<file path="src/rtl/periph_bus_pkg.sv">
// Shared widths and helpers for the peripheral bus decoder slice.
package periph_bus_pkg;

  localparam int DATA_W = 32;
  localparam int BE_W   = 4;
  localparam int ADDR_W = 32;

  // Slave index width, leaving room for the internal error slave at N.
  function automatic int slv_idx_w(input int n);
    return $clog2(n + 1);
  endfunction

endpackage

</file>
<file path="src/rtl/periph_bus_decoder_if.sv">
// Core data port plus per-slave request/response bundle for the decoder.
interface periph_bus_decoder_if
  import periph_bus_pkg::*;
#(
  parameter int N_SLAVES = 3
) ();

  logic                       data_req;
  logic                       data_we;
  logic [BE_W-1:0]            data_be;
  logic [ADDR_W-1:0]          data_addr;
  logic [DATA_W-1:0]          data_wdata;
  logic                       data_gnt;
  logic                       data_rvalid;
  logic [DATA_W-1:0]          data_rdata;
  logic                       data_err;

  logic [N_SLAVES-1:0]        slv_req;
  logic                       slv_we;
  logic [BE_W-1:0]            slv_be;
  logic [ADDR_W-1:0]          slv_addr;
  logic [DATA_W-1:0]          slv_wdata;
  logic [N_SLAVES-1:0]        slv_gnt;
  logic [N_SLAVES-1:0]        slv_rvalid;
  logic [N_SLAVES*DATA_W-1:0] slv_rdata;
  logic [N_SLAVES-1:0]        slv_err;

  logic                       proto_err;

  // Core and peripherals together, as seen from outside the decoder.
  modport master (
    output data_req, data_we, data_be, data_addr, data_wdata,
    input  data_gnt, data_rvalid, data_rdata, data_err,
    input  slv_req, slv_we, slv_be, slv_addr, slv_wdata,
    output slv_gnt, slv_rvalid, slv_rdata, slv_err,
    input  proto_err
  );

  modport slave (
    input  data_req, data_we, data_be, data_addr, data_wdata,
    output data_gnt, data_rvalid, data_rdata, data_err,
    output slv_req, slv_we, slv_be, slv_addr, slv_wdata,
    input  slv_gnt, slv_rvalid, slv_rdata, slv_err,
    output proto_err
  );

endinterface

</file>
<file path="src/rtl/periph_txn_fifo.sv">
// In-order tracking FIFO of slave indices for accepted transactions.
module periph_txn_fifo #(
  parameter int DEPTH = 2,
  parameter int WIDTH = 2
) (
  input  logic             clk,
  input  logic             rst,
  input  logic             push,
  input  logic             pop,
  input  logic [WIDTH-1:0] din,
  output logic             full,
  output logic             empty,
  output logic [WIDTH-1:0] head
);

  localparam int PTR_W = (DEPTH > 1) ? $clog2(DEPTH) : 1;
  localparam int CNT_W = $clog2(DEPTH + 1);
  localparam logic [PTR_W-1:0] PTR_LAST = PTR_W'(DEPTH - 1);
  localparam logic [CNT_W-1:0] CNT_FULL = CNT_W'(DEPTH);

  logic [WIDTH-1:0] mem [DEPTH];
  logic [PTR_W-1:0] wr_ptr;
  logic [PTR_W-1:0] rd_ptr;
  logic [CNT_W-1:0] count;
  logic             do_push;
  logic             do_pop;

  function automatic logic [PTR_W-1:0] ptr_inc(input logic [PTR_W-1:0] p);
    return (p == PTR_LAST) ? '0 : p + 1'b1;
  endfunction

  assign full    = (count == CNT_FULL);
  assign empty   = (count == '0);
  assign head    = mem[rd_ptr];
  // full is judged on the registered count, so a same-cycle pop never frees a slot
  assign do_push = push & ~full;
  assign do_pop  = pop & ~empty;

  always_ff @(posedge clk or negedge rst) begin
    if (!rst) begin
      wr_ptr <= '0;
      rd_ptr <= '0;
      count  <= '0;
      for (int i = 0; i < DEPTH; i++) mem[i] <= '0;
    end else begin
      if (do_push) begin
        mem[wr_ptr] <= din;
        wr_ptr      <= ptr_inc(wr_ptr);
      end
      if (do_pop) rd_ptr <= ptr_inc(rd_ptr);
      case ({do_push, do_pop})
        2'b10:   count <= count + 1'b1;
        2'b01:   count <= count - 1'b1;
        default: count <= count;
      endcase
    end
  end

endmodule

</file>
<file path="src/rtl/periph_bus_decoder.sv">
// Address-decoding interconnect: one core data port to N slaves, in-order responses,
// local error slave for unmapped addresses and a sticky protocol-error flag.
module periph_bus_decoder
  import periph_bus_pkg::*;
#(
  parameter int N_SLAVES  = 3,
  parameter int MAX_OUTST = 2,
  parameter logic [N_SLAVES*ADDR_W-1:0] SLV_BASE = {32'h1000_1000, 32'h0000_0000, 32'h1000_0000},
  parameter logic [N_SLAVES*ADDR_W-1:0] SLV_MASK = {32'hFFFF_F000, 32'hFFFF_0000, 32'hFFFF_F000}
) (
  input logic                 clk,
  input logic                 rst,
  periph_bus_decoder_if.slave bus
);

  localparam int IDX_W = slv_idx_w(N_SLAVES);
  localparam logic [IDX_W-1:0] ERR_IDX = IDX_W'(N_SLAVES);

  logic                hit;
  logic [IDX_W-1:0]    sel;
  logic [N_SLAVES-1:0] slv_req_d;
  logic                gnt;
  logic                fifo_full;
  logic                fifo_empty;
  logic [IDX_W-1:0]    head;
  logic                rvalid;
  logic [DATA_W-1:0]   rdata;
  logic                rerr;
  logic                out_of_order;
  logic                proto_err_q;

  // Scan downward so the lowest matching index is the one left in sel.
  always_comb begin
    hit = 1'b0;
    sel = ERR_IDX;
    for (int i = N_SLAVES - 1; i >= 0; i--) begin
      if ((bus.data_addr & SLV_MASK[ADDR_W*i +: ADDR_W]) == SLV_BASE[ADDR_W*i +: ADDR_W]) begin
        hit = 1'b1;
        sel = IDX_W'(i);
      end
    end
  end

  always_comb begin
    slv_req_d = '0;
    gnt       = 1'b0;
    if (bus.data_req && !fifo_full) begin
      if (!hit) begin
        gnt = 1'b1;
      end else begin
        for (int i = 0; i < N_SLAVES; i++) begin
          if (sel == IDX_W'(i)) begin
            slv_req_d[i] = 1'b1;
            gnt          = bus.slv_gnt[i];
          end
        end
      end
    end
  end

  always_comb begin
    rvalid       = 1'b0;
    rdata        = '0;
    rerr         = 1'b0;
    out_of_order = 1'b0;
    if (!fifo_empty && head == ERR_IDX) begin
      rvalid = 1'b1;
      rerr   = 1'b1;
    end
    for (int i = 0; i < N_SLAVES; i++) begin
      if (!fifo_empty && head == IDX_W'(i)) begin
        if (bus.slv_rvalid[i]) begin
          rvalid = 1'b1;
          rdata  = bus.slv_rdata[DATA_W*i +: DATA_W];
          rerr   = bus.slv_err[i];
        end
      end else if (bus.slv_rvalid[i]) begin
        out_of_order = 1'b1;
      end
    end
  end

  periph_txn_fifo #(
    .DEPTH (MAX_OUTST),
    .WIDTH (IDX_W)
  ) u_txn_fifo (
    .clk   (clk),
    .rst   (rst),
    .push  (gnt),
    .pop   (rvalid),
    .din   (sel),
    .full  (fifo_full),
    .empty (fifo_empty),
    .head  (head)
  );

  always_ff @(posedge clk or negedge rst) begin
    if (!rst) proto_err_q <= 1'b0;
    else if (out_of_order) proto_err_q <= 1'b1;
  end

  assign bus.slv_req     = slv_req_d;
  assign bus.slv_we      = bus.data_we;
  assign bus.slv_be      = bus.data_be;
  assign bus.slv_addr    = bus.data_addr;
  assign bus.slv_wdata   = bus.data_wdata;
  assign bus.data_gnt    = gnt;
  assign bus.data_rvalid = rvalid;
  assign bus.data_rdata  = rdata;
  assign bus.data_err    = rerr;
  assign bus.proto_err   = proto_err_q;

endmodule

</file>
<file path="src/flat_wrapper.sv">
// flat-port wrapper written by rule: the top's interface ports become plain ports
module periph_bus_decoder_flat import periph_bus_pkg::*;
#(
  parameter int N_SLAVES  = 3,
  parameter int MAX_OUTST = 2,
  parameter logic [N_SLAVES*ADDR_W-1:0] SLV_BASE = {32'h1000_1000, 32'h0000_0000, 32'h1000_0000},
  parameter logic [N_SLAVES*ADDR_W-1:0] SLV_MASK = {32'hFFFF_F000, 32'hFFFF_0000, 32'hFFFF_F000}
)
  (clk, rst, bus_data_req, bus_data_we, bus_data_be, bus_data_addr, bus_data_wdata, bus_data_gnt, bus_data_rvalid, bus_data_rdata, bus_data_err, bus_slv_req, bus_slv_we, bus_slv_be, bus_slv_addr, bus_slv_wdata, bus_slv_gnt, bus_slv_rvalid, bus_slv_rdata, bus_slv_err, bus_proto_err);
  periph_bus_decoder_if #(.N_SLAVES(N_SLAVES)) bus_i ();
  input logic clk;
  input logic rst;
  input wire logic [$bits(bus_i.data_req)-1:0] bus_data_req;
  input wire logic [$bits(bus_i.data_we)-1:0] bus_data_we;
  input wire logic [$bits(bus_i.data_be)-1:0] bus_data_be;
  input wire logic [$bits(bus_i.data_addr)-1:0] bus_data_addr;
  input wire logic [$bits(bus_i.data_wdata)-1:0] bus_data_wdata;
  output wire logic [$bits(bus_i.data_gnt)-1:0] bus_data_gnt;
  output wire logic [$bits(bus_i.data_rvalid)-1:0] bus_data_rvalid;
  output wire logic [$bits(bus_i.data_rdata)-1:0] bus_data_rdata;
  output wire logic [$bits(bus_i.data_err)-1:0] bus_data_err;
  output wire logic [$bits(bus_i.slv_req)-1:0] bus_slv_req;
  output wire logic [$bits(bus_i.slv_we)-1:0] bus_slv_we;
  output wire logic [$bits(bus_i.slv_be)-1:0] bus_slv_be;
  output wire logic [$bits(bus_i.slv_addr)-1:0] bus_slv_addr;
  output wire logic [$bits(bus_i.slv_wdata)-1:0] bus_slv_wdata;
  input wire logic [$bits(bus_i.slv_gnt)-1:0] bus_slv_gnt;
  input wire logic [$bits(bus_i.slv_rvalid)-1:0] bus_slv_rvalid;
  input wire logic [$bits(bus_i.slv_rdata)-1:0] bus_slv_rdata;
  input wire logic [$bits(bus_i.slv_err)-1:0] bus_slv_err;
  output wire logic [$bits(bus_i.proto_err)-1:0] bus_proto_err;
  assign bus_i.data_req = bus_data_req;
  assign bus_i.data_we = bus_data_we;
  assign bus_i.data_be = bus_data_be;
  assign bus_i.data_addr = bus_data_addr;
  assign bus_i.data_wdata = bus_data_wdata;
  assign bus_data_gnt = bus_i.data_gnt;
  assign bus_data_rvalid = bus_i.data_rvalid;
  assign bus_data_rdata = bus_i.data_rdata;
  assign bus_data_err = bus_i.data_err;
  assign bus_slv_req = bus_i.slv_req;
  assign bus_slv_we = bus_i.slv_we;
  assign bus_slv_be = bus_i.slv_be;
  assign bus_slv_addr = bus_i.slv_addr;
  assign bus_slv_wdata = bus_i.slv_wdata;
  assign bus_i.slv_gnt = bus_slv_gnt;
  assign bus_i.slv_rvalid = bus_slv_rvalid;
  assign bus_i.slv_rdata = bus_slv_rdata;
  assign bus_i.slv_err = bus_slv_err;
  assign bus_proto_err = bus_i.proto_err;
  periph_bus_decoder #(.N_SLAVES(N_SLAVES), .MAX_OUTST(MAX_OUTST), .SLV_BASE(SLV_BASE), .SLV_MASK(SLV_MASK)) u_core (.clk(clk), .rst(rst), .bus(bus_i));
endmodule
</file>
<file path="config.mk">
export PLATFORM = sky130hd
export DESIGN_NAME = periph_bus_decoder_flat
export DESIGN_NICKNAME = d
export VERILOG_FILES = /design/src/rtl/periph_bus_pkg.sv /design/src/rtl/periph_bus_decoder_if.sv /design/src/rtl/periph_txn_fifo.sv /design/src/rtl/periph_bus_decoder.sv /design/src/flat_wrapper.sv
export SDC_FILE = /design/constraint.sdc
export NUM_CORES = 1
export LEC_CHECK = 0
export ABC_AREA = 1
export CAP_MARGIN = 5
export CORE_AREA = 4 4 108 110
export DETAILED_ROUTE_END_ITERATION = 7
export DIE_AREA = 0 0 112 114
export GPL_TIMING_DRIVEN = 0
export REMOVE_ABC_BUFFERS = 1
export SLEW_MARGIN = 5
export SYNTH_ARGS = -nofsm -noshare
export SYNTH_HDL_FRONTEND = slang
export SYNTH_HIERARCHICAL = 1
export SYNTH_SLANG_ARGS = --single-unit
</file>
<file path="constraint.sdc">
create_clock -name clk -period 3.7 [get_ports clk]
set_input_delay 0.37 -clock clk [delete_from_list [all_inputs] [get_ports clk]]
set_output_delay 0.37 -clock clk [all_outputs]
set_load 0.01 [all_outputs]
</file>
## After elaboration in Yosys (flattened, before gate mapping)

Index checks and enable logic that the tools add are counted.

| word-level totals | value |
|---|---|
| flip-flop bits (word level) | 9 |
| input bits | 177 |
| output and inout port bits | 108 |
| word-level logic and storage cells | 92 |

| operators by class | value |
|---|---|
| equality and inequality tests | 10 |
| $lt $le $gt $ge | 3 |
| multiplexer cells | 50 |
| bitwise operators | 6 |
| add/subtract/negate cells | 4 |
| reductions and logical operators | 13 |

Operators with widths:

| operator | number |
|---|---|
| 32-bit two-way mux | 6 |
| 20-bit by 17-bit == test with 1-bit output (second input constant) | 2 |
| 1-bit two-way mux | 33 |
| 32-bit logical NOT | 1 |
| 2-bit two-way mux | 6 |
| 2-bit == test (second input constant) | 5 |
| 2-bit by 1-bit == test with 1-bit output (second input constant) | 3 |
| 1-bit logical AND | 6 |
| 2-bit logical NOT | 3 |
| 3-bit two-way mux | 2 |
| 4-bit bitwise mux | 1 |
| 2-bit >= comparator (second input constant) | 2 |
| 1-bit NOT with 2-bit output | 2 |
| 2-bit one-hot mux with 2 select lines | 1 |
| 1-bit adder (second input constant) | 2 |
| 2-bit by 1-bit adder with 2-bit output (second input constant) | 1 |
| 1-bit bitwise AND | 2 |
| 2-bit demux with 1-bit select | 1 |
| 1-bit logical NOT | 2 |
| 2-bit by 1-bit less-than comparator with 1-bit output (second input constant) | 1 |
| 1-bit NOT | 2 |
| 2-bit nonzero test | 1 |
| 2-bit by 1-bit subtractor with 2-bit output (second input constant) | 1 |

## Depth between registers and ports, before layout

Gate-level depths: netlist (run 1).

| logic depth | value |
|---|---|
| word-level depth | 16 |
| depth in mapped cells | 17 |
| mapped depth without buffers | 16 |

## Cells and area by module

Netlist (run 1), hierarchy kept.

By module, submodules not included:

| module | cells each | sequential area each (um^2) | area an instance (um^2) | times used |
|---|---|---|---|---|
| periph_bus_decoder | 281 | 25.0 | 1517.7 | 1 |
| periph_txn_fifo | 54 | 200.2 | 416.6 | 1 |

## Worst setup path after synthesis (run 1)

Ideal clock, no wire load.

| timing path | value |
|---|---|
| path type | reg-to-reg |
| from | register u_core.u_txn_fifo.count[0] |
| to | register u_core.u_txn_fifo.count[1] |
| path buffers | 1 |
| cell stages (with the launch flop) | 16 |
| slack | 1.635 ns |
| data arrival time | 1.948 ns |
| data required time | 3.583 ns |
| setup time | 0.117 ns |
| period minus slack after synthesis | 2.065 ns |
| path through | dfrtp_1 -> inv_2 -> nand2_1 -> inv_1 -> nor2_1 -> nand2_1 -> nor2_4 -> buf_2 -> nand3b_1 -> nand2_1 -> inv_1 -> ha_1 -> inv_1 -> nand3_1 -> nand2_1 -> nand2_1 |

| between the ends | value |
|---|---|
| longest elaborated chain between the ends | 13 |
| elaborated cells between the ends (all ways) | 27 |
| those cells by class | add/sub (2); eq/ne (3); mux (9); bitwise (4); reduce/logical (9) |

Ends and longest elaborated chain:

| item | RTL line | text |
|---|---|---|
| start: declaration | periph_txn_fifo.sv:24 | `logic [CNT_W-1:0] count;` |
| start signal: assignment | periph_txn_fifo.sv:52 | `2'b10: count <= count + 1'b1;` |
| start signal: assignment | periph_txn_fifo.sv:53 | `2'b01: count <= count - 1'b1;` |
| start signal: assignment | periph_txn_fifo.sv:54 | `default: count <= count;` |
| 2-bit logical NOT * | periph_txn_fifo.sv:33 | `assign empty = (count == '0);` |
| named net u_core.fifo_empty | periph_bus_decoder.sv:24 | `logic fifo_empty;` |
| 1-bit logical NOT * | periph_bus_decoder.sv:66, periph_bus_decoder.sv:71 |  |
| 1-bit logical AND | periph_bus_decoder.sv:66 | `if (!fifo_empty && head == ERR_IDX) begin` |
| 1-bit two-way mux | periph_bus_decoder.sv:66 |  |
| 1-bit two-way mux | periph_bus_decoder.sv:72 | `if (bus.slv_rvalid[i]) begin` |
| 1-bit two-way mux | periph_bus_decoder.sv:71 | `if (!fifo_empty && head == IDX_W'(i)) begin` |
| 1-bit two-way mux | periph_bus_decoder.sv:72 |  |
| 1-bit two-way mux | periph_bus_decoder.sv:71 |  |
| 1-bit two-way mux | periph_bus_decoder.sv:72 |  |
| 1-bit two-way mux * | periph_bus_decoder.sv:71 |  |
| named net bus_data_rvalid | flat_wrapper.sv:19 | `output wire logic [$bits(bus_i.data_rvalid)-1:0] bus_data_rvalid;` |
| 1-bit bitwise AND * | periph_txn_fifo.sv:37 | `assign do_pop = pop & ~empty;` |
| named net u_core.u_txn_fifo.do_pop | periph_txn_fifo.sv:26 | `logic do_pop;` |
| 2-bit by 1-bit == test with 1-bit output or 2-bit == test (tied branches) | periph_txn_fifo.sv:51 | `case ({do_push, do_pop})` |
| 2-bit one-hot mux with 2 select lines or 2-bit nonzero test (tied branches) | - |  |

Mark *: on every way through the listed nets, which the timed path passes. The rest lies on a longest branch.
A chain may end at the register's enable or synchronous reset.

## Worst setup path in the final report (run 1)

| timing path | value |
|---|---|
| from | register u_core.u_txn_fifo.count[1] |
| to | output port bus_data_err |

| between the ends | value |
|---|---|
| longest elaborated chain between the ends | 10 |
| elaborated cells between the ends (all ways) | 13 |
| those cells by class | mux (7); reduce/logical (6) |

Ends and longest elaborated chain:

| item | RTL line | text |
|---|---|---|
| 2-bit logical NOT * | periph_txn_fifo.sv:33 |  |
| named net u_core.fifo_empty | periph_bus_decoder.sv:24 |  |
| 1-bit logical NOT * | periph_bus_decoder.sv:66, periph_bus_decoder.sv:71 |  |
| 1-bit logical AND | periph_bus_decoder.sv:66 |  |
| 1-bit two-way mux | periph_bus_decoder.sv:66 |  |
| 1-bit two-way mux | periph_bus_decoder.sv:72 |  |
| 1-bit two-way mux | periph_bus_decoder.sv:71 |  |
| 1-bit two-way mux | periph_bus_decoder.sv:72 |  |
| 1-bit two-way mux | periph_bus_decoder.sv:71 |  |
| 1-bit two-way mux | periph_bus_decoder.sv:72 |  |
| 1-bit two-way mux * | periph_bus_decoder.sv:71 |  |
| end: declaration | flat_wrapper.sv:21 | `output wire logic [$bits(bus_i.data_err)-1:0] bus_data_err;` |

Marked as above.

==> summary.json, run 1 <==
{
  "drv.max_cap_violation_count": {"value": 0},
  "worst_pin_slew": {"value": 0.8185, "unit": "ns"},
  "yosys-top-cells-count": {"value": "nand2_1 (103), buf_4 (71), nor2_1 (52)"},
  "ys_ff_latch": {"value": 9},
  "area_growth_syn_to_layout": {"value": 76.78, "unit": "%"},
  "timing.final.setup_violations": {"value": 0},
  "sequentialPowerShare": {"value": 9.8, "unit": "%"},
  "gpl.final_weighted_congestion": {"value": 0.8596},
  "p_leak": {"value": 0.001369, "unit": "uW"},
  "die-height": {"value": 114, "unit": "um"},
  "synth.top_cell.area_share": {"value": 27.55, "unit": "%"},
  "irDropWorstVdd": {"value": 0.2211, "unit": "mV"},
  "maxClockFrequency": {"value": 0.3156, "unit": "GHz"},
  "r2r_cells": {"value": 15},
  "nFillCells": {"value": 1158},
  "drtPass1Iterations": {"value": 4},
  "grt_start_max_net_pins": {"value": 51},
  "cts.clk_slew.worst_paths": {"value": 0.04, "unit": "ns"},
  "period_minus_slack": {"value": 3.169, "unit": "ns"},
  "synthCells": {"value": 335},
  "cts.repair_timing.setup_buffer_count": {"value": 0},
  "clockBufferDepth": {"value": 2},
  "power_frac_clock": {"value": 5.8, "unit": "%"},
  "netlist_area": {"value": 1934, "unit": "sq um"},
  "detailed_routing_wirelength_on_met1": {"value": 4067, "unit": "um"},
  "drc_errors": {"value": 0},
  "rows": {"value": 38},
  "post_synth_fa_ha_maj_area_fraction": {"value": 0.6468, "unit": "%"},
  "ys.flop_type": {"value": "dfrtp_1"},
  "worstSkewPairLatency": {"value": 0.23, "unit": "ns"},
  "antenna_left": {"value": 0},
  "tritoncts": {"value": "done"},
  "maxUsedRoutingLayer": {"value": "met5"},
  "met2_wirelength": {"value": 4420, "unit": "um"},
  "cts_num_sinks": {"value": 9},
  "cts_inserted_buffers": {"value": 3},
  "layout.cell_area.non_filler": {"value": 3420, "unit": "sq um"},
  "num_antenna_cells": {"value": 0},
  "max-slew-margin-rel": {"value": 45.30, "unit": "%"},
  "synth.most_common_cell": {"value": "nand2_1"},
  "coreArea": {"value": 10700, "unit": "sq um"},
  "timing.rr.end": {"value": "u_core/u_txn_fifo/count[1]"},
  "first_global_vias": {"value": 2502},
  "timing.hold.worst.class": {"value": "in2async"},
  "postSynth.asyncResetShare": {"value": 100.0, "unit": "%"},
  "worst-endpoint-arrival": {"value": 2.80, "unit": "ns"},
  "design.die.area": {"value": 12770, "unit": "sq um"},
  "initial_core_util": {"value": 18.08, "unit": "%"},
  "maximum_level_of_the_cts_h_tree": {"value": 1},
  "pd_cells": {"value": 555.6, "unit": "nW/um^2"},
  "dr_wl_met3": {"value": 2148, "unit": "um"},
  "simple_gate_fraction_of_synth_area": {"value": 39.20, "unit": "%"},
  "rsz_0062_raised_after_global_routing": {"value": "no"},
  "synth_seq_area_share": {"value": 11.64, "unit": "%"},
  "ios": {"value": 285},
  "routed_via_density": {"value": 4.394},
  "hold_viol": {"value": 0},
  "startpoint_of_the_worst_slack_reg_to_reg_timing_path": {"value": "u_core/u_txn_fifo/count[1]"},
  "cts.root.buffer_cell": {"value": "clkbuf_8"},
  "synth_enable_flop_cells": {"value": 0},
  "drive_gt1_share": {"value": 2.477, "unit": "%"},
  "grt_remaining_overflow": {"value": 0},
  "post_synth_mux_area_share": {"value": 0, "unit": "%"},
  "synth_xor_area_share": {"value": 0.4528, "unit": "%"},
  "timing.critical_path.from_type": {"value": "flop"},
  "critical_path_capture_point_type": {"value": "output port"},
  "detailedRoute.firstIterationViolations": {"value": 226},
  "grt_use_total": {"value": 15.35, "unit": "%"},
  "synth.avg_cell_area": {"value": 5.774, "unit": "sq um"},
  "crit_path_max_fanout": {"value": 34},
  "slew_viol_final": {"value": 0},
  "comb_power_share": {"value": 84.4, "unit": "%"},
  "synth_cell_type_count": {"value": 23},
  "switching_share": {"value": 45.44, "unit": "%"},
  "fin_crit_sh": {"value": 85.64, "unit": "%"},
  "post_cts_hold_buffer_count": {"value": 0},
  "floorplan.die.width": {"value": 112, "unit": "um"},
  "dp.final_hpwl": {"value": 8799, "unit": "um"},
  "synth_top_cells_by_area": {"value": "buf_4 (28%), nand2_1 (20%), dfrtp_1 (12%), a31oi_1 (10%), nor2_1 (10%)"},
  "antenna_found_initial": {"value": 0},
  "cp_data_required_time": {"value": 3.33, "unit": "ns"},
  "grt_first_pass_wirelength": {"value": 15080, "unit": "um"},
  "r2r_setup_slack": {"value": 0.99, "unit": "ns"},
  "p_switching": {"value": 863.4, "unit": "uW"},
  "finalWirelength": {"value": 10830, "unit": "um"},
  "power_report.internal_total": {"value": 1037, "unit": "uW"},
  "design.final.nets": {"value": 623},
  "cts_resized": {"value": 0},
  "wl_per_cell": {"value": 18.55, "unit": "um"},
  "timing.clock.skew": {"value": 0.002840, "unit": "ns"},
  "finalPower": {"value": 1900, "unit": "uW"},
  "synth_compound_area_share": {"value": 11.00, "unit": "%"},
  "place.port_buffers": {"value": 186},
  "synth_top_family_by_area": {"value": "simple AND/OR/NAND/NOR gates"},
  "total_vias_in_the_final_route": {"value": 2566},
  "ys_warn_count": {"value": 6},
  "critical_path_class": {"value": "reg2out"},
  "place_area": {"value": 3374, "unit": "sq um"},
  "largest_area_contributor_in_the_synthesized_netlist": {"value": "buf_4"},
  "status": {"value": "completed"}
}
==> kinds of logic (layout without fill, tap and decap cells) <==
| family | count (synthesis) | count (layout) |
|---|---|---|
| compound gates | 34 | 34 |
| simple gates | 182 | 182 |
| flops | 9 | 9 |
| buf+inv | 108 | 217 |
| fa+ha+maj | 1 | 1 |
| xor+xnor | 1 | 1 |
==> worst max-delay path, cell delays in order (launching register included) <==
cell             delay (ns)
dfrtp_1                0.41
inv_1                  0.08
nand2_1                0.11
inv_1                  0.09
nor2_1                 0.12
nand2_1                0.12
nor2_4                 0.63
nor2_1                 0.17
nand2_1                0.10
o211ai_1               0.08
nand2_1                0.11
clkdlybuf4s50_1        0.55
==> registers in the layout (all words and copies together), names as in the netlist <==
signal                    cells
u_core/bus.proto_err          1
u_core/u_txn_fifo/count       2
u_core/u_txn_fifo/mem         4
u_core/u_txn_fifo/rd_ptr      1
u_core/u_txn_fifo/wr_ptr      1
==> per-layer routing <==
layer / up-vias / global-route usage [%]
met1: 1102 / 16.31
met2: 222 / 22.90
met4: 4 / 2.324
met5: - / 6.275
met3: 18 / 13.58
li1: 1220 / -
==> power groups by stage <==
stage | Combinational [uW] | Clock (uW) | Sequential [uW]
after floorplan | 764 | 0 | 178
after global placement | 1590 | 0 | 186
after detailed placement | 1620 | 0 | 188
after CTS | 1630 | 114 | 187
after global routing | 1750 | 122 | 194
final | 1600 | 110 | 187
==> cell usage in the layout (no fill, tap or decap), drive strengths merged <==
cell type      netlist  layout
dfrtp                9       9
clkbuf               3       4
nand4                8       8
xnor2                1       1
nor3                 3       3
a21oi                1       1
buf                 79       1
a31oi               32      32
nand2              104     104
inv                 26      26
ha                   1       1
o211ai               1       1
clkdlybuf4s50        0     186
nand3               12      12
nor2                54      54
nand3b               1       1
==> metrics by stage <==
stage / hold slack (ns) / utilization [%] / TNS [ns] / worst slack (ns) / std cells
after detailed placement: 0.4739 / 31.54 / 0 / 0.6666 / 580
after global placement: 0.4647 / 31.33 / -0.08778 / -0.05880 / 579
final: 0.4318 / 31.96 / 0 / 0.5315 / 584
after CTS: 0.4468 / 31.96 / 0 / 0.4322 / 584
after global routing: 0.4744 / 31.96 / 0 / 0.1789 / 584
after floorplan: 0.07441 / - / 0 / 0.7444 / 253
==> worst max path at each step <==
| stage | cells past startpoint | startpoint | endpoint |
|---|---|---|---|
| after floorplan | 13 | u_core/u_txn_fifo/count[0] | u_core/u_txn_fifo/count[1] |
| after global placement | 5 | bus_slv_rvalid[2] | bus_data_rdata[17] |
| after detailed placement | 8 | bus_slv_rvalid[1] | bus_data_err |
| after CTS | 11 | u_core/u_txn_fifo/count[1] | bus_data_err |
| after global routing | 11 | u_core/u_txn_fifo/count[1] | bus_data_err |
| final | 11 | u_core/u_txn_fifo/count[1] | bus_data_err |
==> layout make-up <==
cell class / count / area (sq um) / share of cell area [%]
multi-input cells: 218 / 994.7 / 29.09
inverters: 26 / 97.59 / 2.854
repair buffers: 187 / 1882 / 55.03
flip-flops and latches: 9 / 225.2 / 6.586
well taps: 140 / 175.2 / 5.123
clock buffers: 4 / 45.04 / 1.317
No activity file was read; power rests on OpenSTA's default activity.
==> run 2, diff against run 1 <==
--- a/config.mk
+++ b/config.mk
@@ -7,13 +7,12 @@
 export LEC_CHECK = 0
 export ABC_AREA = 1
 export CAP_MARGIN = 5
-export CORE_AREA = 4 4 108 110
+export CORE_AREA = 4 4 110 112
 export DETAILED_ROUTE_END_ITERATION = 7
-export DIE_AREA = 0 0 112 114
+export DIE_AREA = 0 0 114 116
 export GPL_TIMING_DRIVEN = 0
 export REMOVE_ABC_BUFFERS = 1
 export SLEW_MARGIN = 5
 export SYNTH_ARGS = -nofsm -noshare
 export SYNTH_HDL_FRONTEND = slang
-export SYNTH_HIERARCHICAL = 1
 export SYNTH_SLANG_ARGS = --single-unit
==> run 2 against run 1 <==
Cell count is 6.0% higher. Clock power is 73% higher. Combinational power is 13% higher.
==> summary.json, run 2 <==
{
  "status": {"value": "completed"},
  "timing.hold.worst.class": {"value": "in2async"},
  "hold_viol": {"value": 0, "change": "unchanged"},
  "ys.flop_type": {"value": "dfrtp_1"},
  "ios": {"value": 285, "change": "unchanged"},
  "wl_per_cell": {"value": 17.29, "unit": "um", "change": "-6.8%"},
  "reg_top3": {"value": "u_core.u_txn_fifo.mem: 4 flops, u_core.u_txn_fifo.count: 2 flops"},
  "power_report.internal_total": {"value": 1225, "unit": "uW", "change": "+18%"},
  "synth.most_common_cell": {"value": "nand2_1"},
  "maximum_level_of_the_cts_h_tree": {"value": 1, "change": "unchanged"},
  "cts.repair_timing.setup_buffer_count": {"value": 0, "change": "unchanged"},
  "worstSkewPairLatency": {"value": 0.23, "unit": "ns", "change": "about the same"},
  "synth_seq_area_share": {"value": 10.58, "unit": "%", "change": "-1.1 points"},
  "cts.root.buffer_cell": {"value": "clkbuf_16"},
  "cts_resized": {"value": 0, "change": "unchanged"},
  "grt_use_total": {"value": 14.82, "unit": "%", "change": "-0.53 points"},
  "critical_path_capture_point_type": {"value": "output port"},
  "antenna_left": {"value": 0, "change": "unchanged"},
  "synthCells": {"value": 366, "change": "+9.3%"},
  "timing.final.setup_violations": {"value": 0, "change": "unchanged"},
  "first_global_vias": {"value": 2516, "change": "+0.56%"},
  "worst_pin_slew": {"value": 0.7940, "unit": "ns", "change": "-0.02450 ns"},
  "synth_cell_type_count": {"value": 29, "change": "+26%"},
  "synth_enable_flop_cells": {"value": 0, "change": "unchanged"},
  "postSynth.asyncResetShare": {"value": 100.0, "unit": "%", "change": "unchanged"},
  "cts_num_sinks": {"value": 9, "change": "unchanged"},
  "largest_register_ffs": {"value": 4, "change": "unchanged"},
  "finalWirelength": {"value": 10700, "unit": "um", "change": "-1.2%"},
  "slew_viol_final": {"value": 0, "change": "unchanged"},
  "synth.top_cell.area_share": {"value": 24.68, "unit": "%", "change": "-2.9 points"},
  "area_growth_syn_to_layout": {"value": 72.09, "unit": "%"},
  "clockBufferDepth": {"value": 2, "change": "unchanged"},
  "timing.clock.skew": {"value": 0.001065, "unit": "ns", "change": "-0.001775 ns"},
  "largest_area_contributor_in_the_synthesized_netlist": {"value": "buf_4"},
  "synth.avg_cell_area": {"value": 5.818, "unit": "sq um", "change": "+0.77%"},
  "grt_first_pass_wirelength": {"value": 14990, "unit": "um", "change": "-0.60%"},
  "grt_remaining_overflow": {"value": 0, "change": "unchanged"},
  "die-height": {"value": 116, "unit": "um", "change": "+1.8%"},
  "routed_via_density": {"value": 4.254, "change": "-3.2%"},
  "worst-endpoint-arrival": {"value": 2.77, "unit": "ns", "change": "-0.03 ns"},
  "floorplan.die.width": {"value": 114, "unit": "um", "change": "+1.8%"},
  "p_leak": {"value": 0.001696, "unit": "uW", "change": "+24%"},
  "gpl.final_weighted_congestion": {"value": 0.7661, "change": "-11%"},
  "tritoncts": {"value": "done"},
  "place.port_buffers": {"value": 186, "change": "unchanged"},
  "irDropWorstVdd": {"value": 0.2447, "unit": "mV", "change": "+11%"},
  "fin_crit_sh": {"value": 84.98, "unit": "%", "change": "-0.66 points"},
  "finalHoldWorstSlack": {"value": 0.4509, "unit": "ns", "change": "+0.01910 ns"},
  "timing.critical_path.from_type": {"value": "flop"},
  "rsz_0062_raised_after_global_routing": {"value": "no"},
  "r2r_cells": {"value": 9, "change": "-6"},
  "post_synth_fa_ha_maj_area_fraction": {"value": 0.5875, "unit": "%", "change": "-0.059 points"},
  "num_antenna_cells": {"value": 0, "change": "unchanged"},
  "layout_commonest_cell": {"value": "clkdlybuf4s50_1"},
  "cts_inserted_buffers": {"value": 3, "change": "unchanged"},
  "post_synth_mux_area_share": {"value": 0, "unit": "%", "change": "unchanged"},
  "simple_gate_fraction_of_synth_area": {"value": 37.31, "unit": "%", "change": "-1.9 points"},
  "mostFrequentLayoutCells": {"value": "clkdlybuf4s50_1 (186), nand2_1 (91), inv_1 (47)"},
  "synth_top_family_by_area": {"value": "buffers and inverters"},
  "antenna_found_initial": {"value": 0, "change": "unchanged"},
  "detailedRoute.firstIterationViolations": {"value": 82, "change": "-64%"},
  "design.final.nets": {"value": 655, "change": "+5.1%"},
  "drv.max_cap_violation_count": {"value": 0, "change": "unchanged"},
  "crit_path_max_fanout": {"value": 18, "change": "-47%"},
  "tns": {"value": 0, "unit": "ns", "change": "unchanged"},
  "synth_top_cells_by_area": {"value": "buf_4 (25%), nand2_1 (16%), dfrtp_1 (11%), nand3_1 (10%), inv_1 (8.3%)"},
  "yosys-top-cells-count": {"value": "nand2_1 (92), buf_4 (70), inv_1 (47)"},
  "cp_data_required_time": {"value": 3.33, "unit": "ns", "change": "about the same"},
  "cts.clk_slew.worst_paths": {"value": 0.04, "unit": "ns", "change": "about the same"},
  "ys_ff_latch": {"value": 9, "change": "unchanged"},
  "switching_share": {"value": 44.23, "unit": "%", "change": "-1.2 points"},
  "netlist_area": {"value": 2130, "unit": "sq um", "change": "+10%"},
  "maxClockFrequency": {"value": 0.3181, "unit": "GHz", "change": "+0.78%"},
  "critical_path_class": {"value": "reg2out"},
  "post_cts_hold_buffer_count": {"value": 0, "change": "unchanged"},
  "max_flop_register": {"value": "u_core.u_txn_fifo.mem"},
  "drc_errors": {"value": 0, "change": "unchanged"},
  "synth_xor_area_share": {"value": 1.234, "unit": "%", "change": "+0.78 points"},
  "period_minus_slack": {"value": 3.144, "unit": "ns", "change": "-0.02441 ns"},
  "finish.utilization": {"value": 32.65, "unit": "%", "change": "+0.69 points"},
  "design.die.area": {"value": 13220, "unit": "sq um", "change": "+3.6%"},
  "power_frac_clock": {"value": 8.6, "unit": "%", "change": "+2.8 points"},
  "dp.final_hpwl": {"value": 8994, "unit": "um", "change": "+2.2%"},
  "coreArea": {"value": 11220, "unit": "sq um", "change": "+4.9%"},
  "synth_compound_area_share": {"value": 11.16, "unit": "%", "change": "+0.17 points"},
  "ys_warn_count": {"value": 0, "change": "-6"},
  "p_switching": {"value": 971.2, "unit": "uW", "change": "+12%"},
  "comb_power_share": {"value": 82.7, "unit": "%", "change": "-1.7 points"},
  "rows": {"value": 39, "change": "+2.6%"},
  "pd_cells": {"value": 599.1, "unit": "nW/um^2", "change": "+7.8%"},
  "total_vias_in_the_final_route": {"value": 2633, "change": "+2.6%"},
  "grt_start_max_net_pins": {"value": 49, "change": "-3.9%"},
  "initial_core_util": {"value": 18.97, "unit": "%", "change": "+0.89 points"},
  "finalPower": {"value": 2196, "unit": "uW", "change": "+16%"},
  "r2r_setup_slack": {"value": 1.15, "unit": "ns", "change": "+0.16 ns"},
  "sequentialPowerShare": {"value": 8.7, "unit": "%", "change": "-1.1 points"},
  "max-slew-margin-rel": {"value": 46.89, "unit": "%", "change": "+1.6 points"},
  "drive_gt1_share": {"value": 6.092, "unit": "%", "change": "+3.6 points"},
  "drtPass1Iterations": {"value": 4, "change": "unchanged"}
}
run 2: cell count changes in the layout (fill, tap and decap cells not counted), sizes merged, moves of 6 or more:
cell   change
a31oi     -29
inv       +27
nand2     -10
nand3     +35
nand4      -6
nor2      -29
o21ai     +36
run 2: cells by family after synthesis:
family | after synthesis
xor+xnor | 3
compound gates | 43
flops | 9
fa+ha+maj | 1
buf+inv | 135
simple gates | 175
run 2: critical path: stages, from the launching register on:
cell and delay (ns):
dfrtp_1 0.43, o21ai_2 0.31, nand2_2 0.12, nor3_4 0.62, buf_16 0.23, nand2_1 0.07, nand3_1 0.07, o21ai_1 0.06
inv_1 0.07, clkdlybuf4s50_1 0.54
run 2: final timing paths:
check	start	end
setup / recovery	u_core.u_txn_fifo.rd_ptr	bus_data_rdata[16]
hold / removal	rst	u_core.u_txn_fifo.rd_ptr
setup reg to reg	u_core.u_txn_fifo.rd_ptr	u_core.u_txn_fifo.count[1]
hold reg to reg	u_core.u_txn_fifo.mem[2]	u_core.u_txn_fifo.mem[2]
max in group asynchronous	rst	u_core.u_txn_fifo.wr_ptr
min in group clk	u_core.u_txn_fifo.mem[2]	u_core.u_txn_fifo.mem[2]
run 2: routing by layer:
metal | up-vias | track usage (%) | wire (um)
met2 | 181 | 19.44 | 4328
met1 | 1135 | 18.64 | 4336
met5 | - | 8.889 | 127
met4 | 4 | 2.375 | 70
met3 | 10 | 11.33 | 1836
li1 | 1303 | - | -
run 2: final cells by class:
cell class | instances | area, sq um
Fill cell | 1221 | 7559
Sequential cell | 9 | 225.2
Timing Repair Buffer | 188 | 1909
Tap cell | 143 | 178.9
Multi-Input combinational cell | 222 | 1074
Clock buffer | 4 | 78.83
Inverter | 53 | 198.9
run 2: power groups by stage:
stage / Sequential (uW) / Clock (uW) / Combinational (uW)
after global routing: 201 / 201 / 2030
after floorplan: 184 / 0 / 911
after CTS: 192 / 192 / 1850
after global placement: 191 / 0 / 1780
after detailed placement: 193 / 0 / 1840
final: 191 / 190 / 1810
run 2: metrics by stage:
stage | std cells | worst slack (ns) | cell area [sq um]
detailed placement | 615 | 0.5738 | 3586
finish | 619 | 0.5559 | 3665
global placement | 613 | -0.1295 | 3536
floorplan | 284 | 0.7770 | 1495
CTS | 619 | 0.4683 | 3665
global route | 619 | 0.3283 | 3665
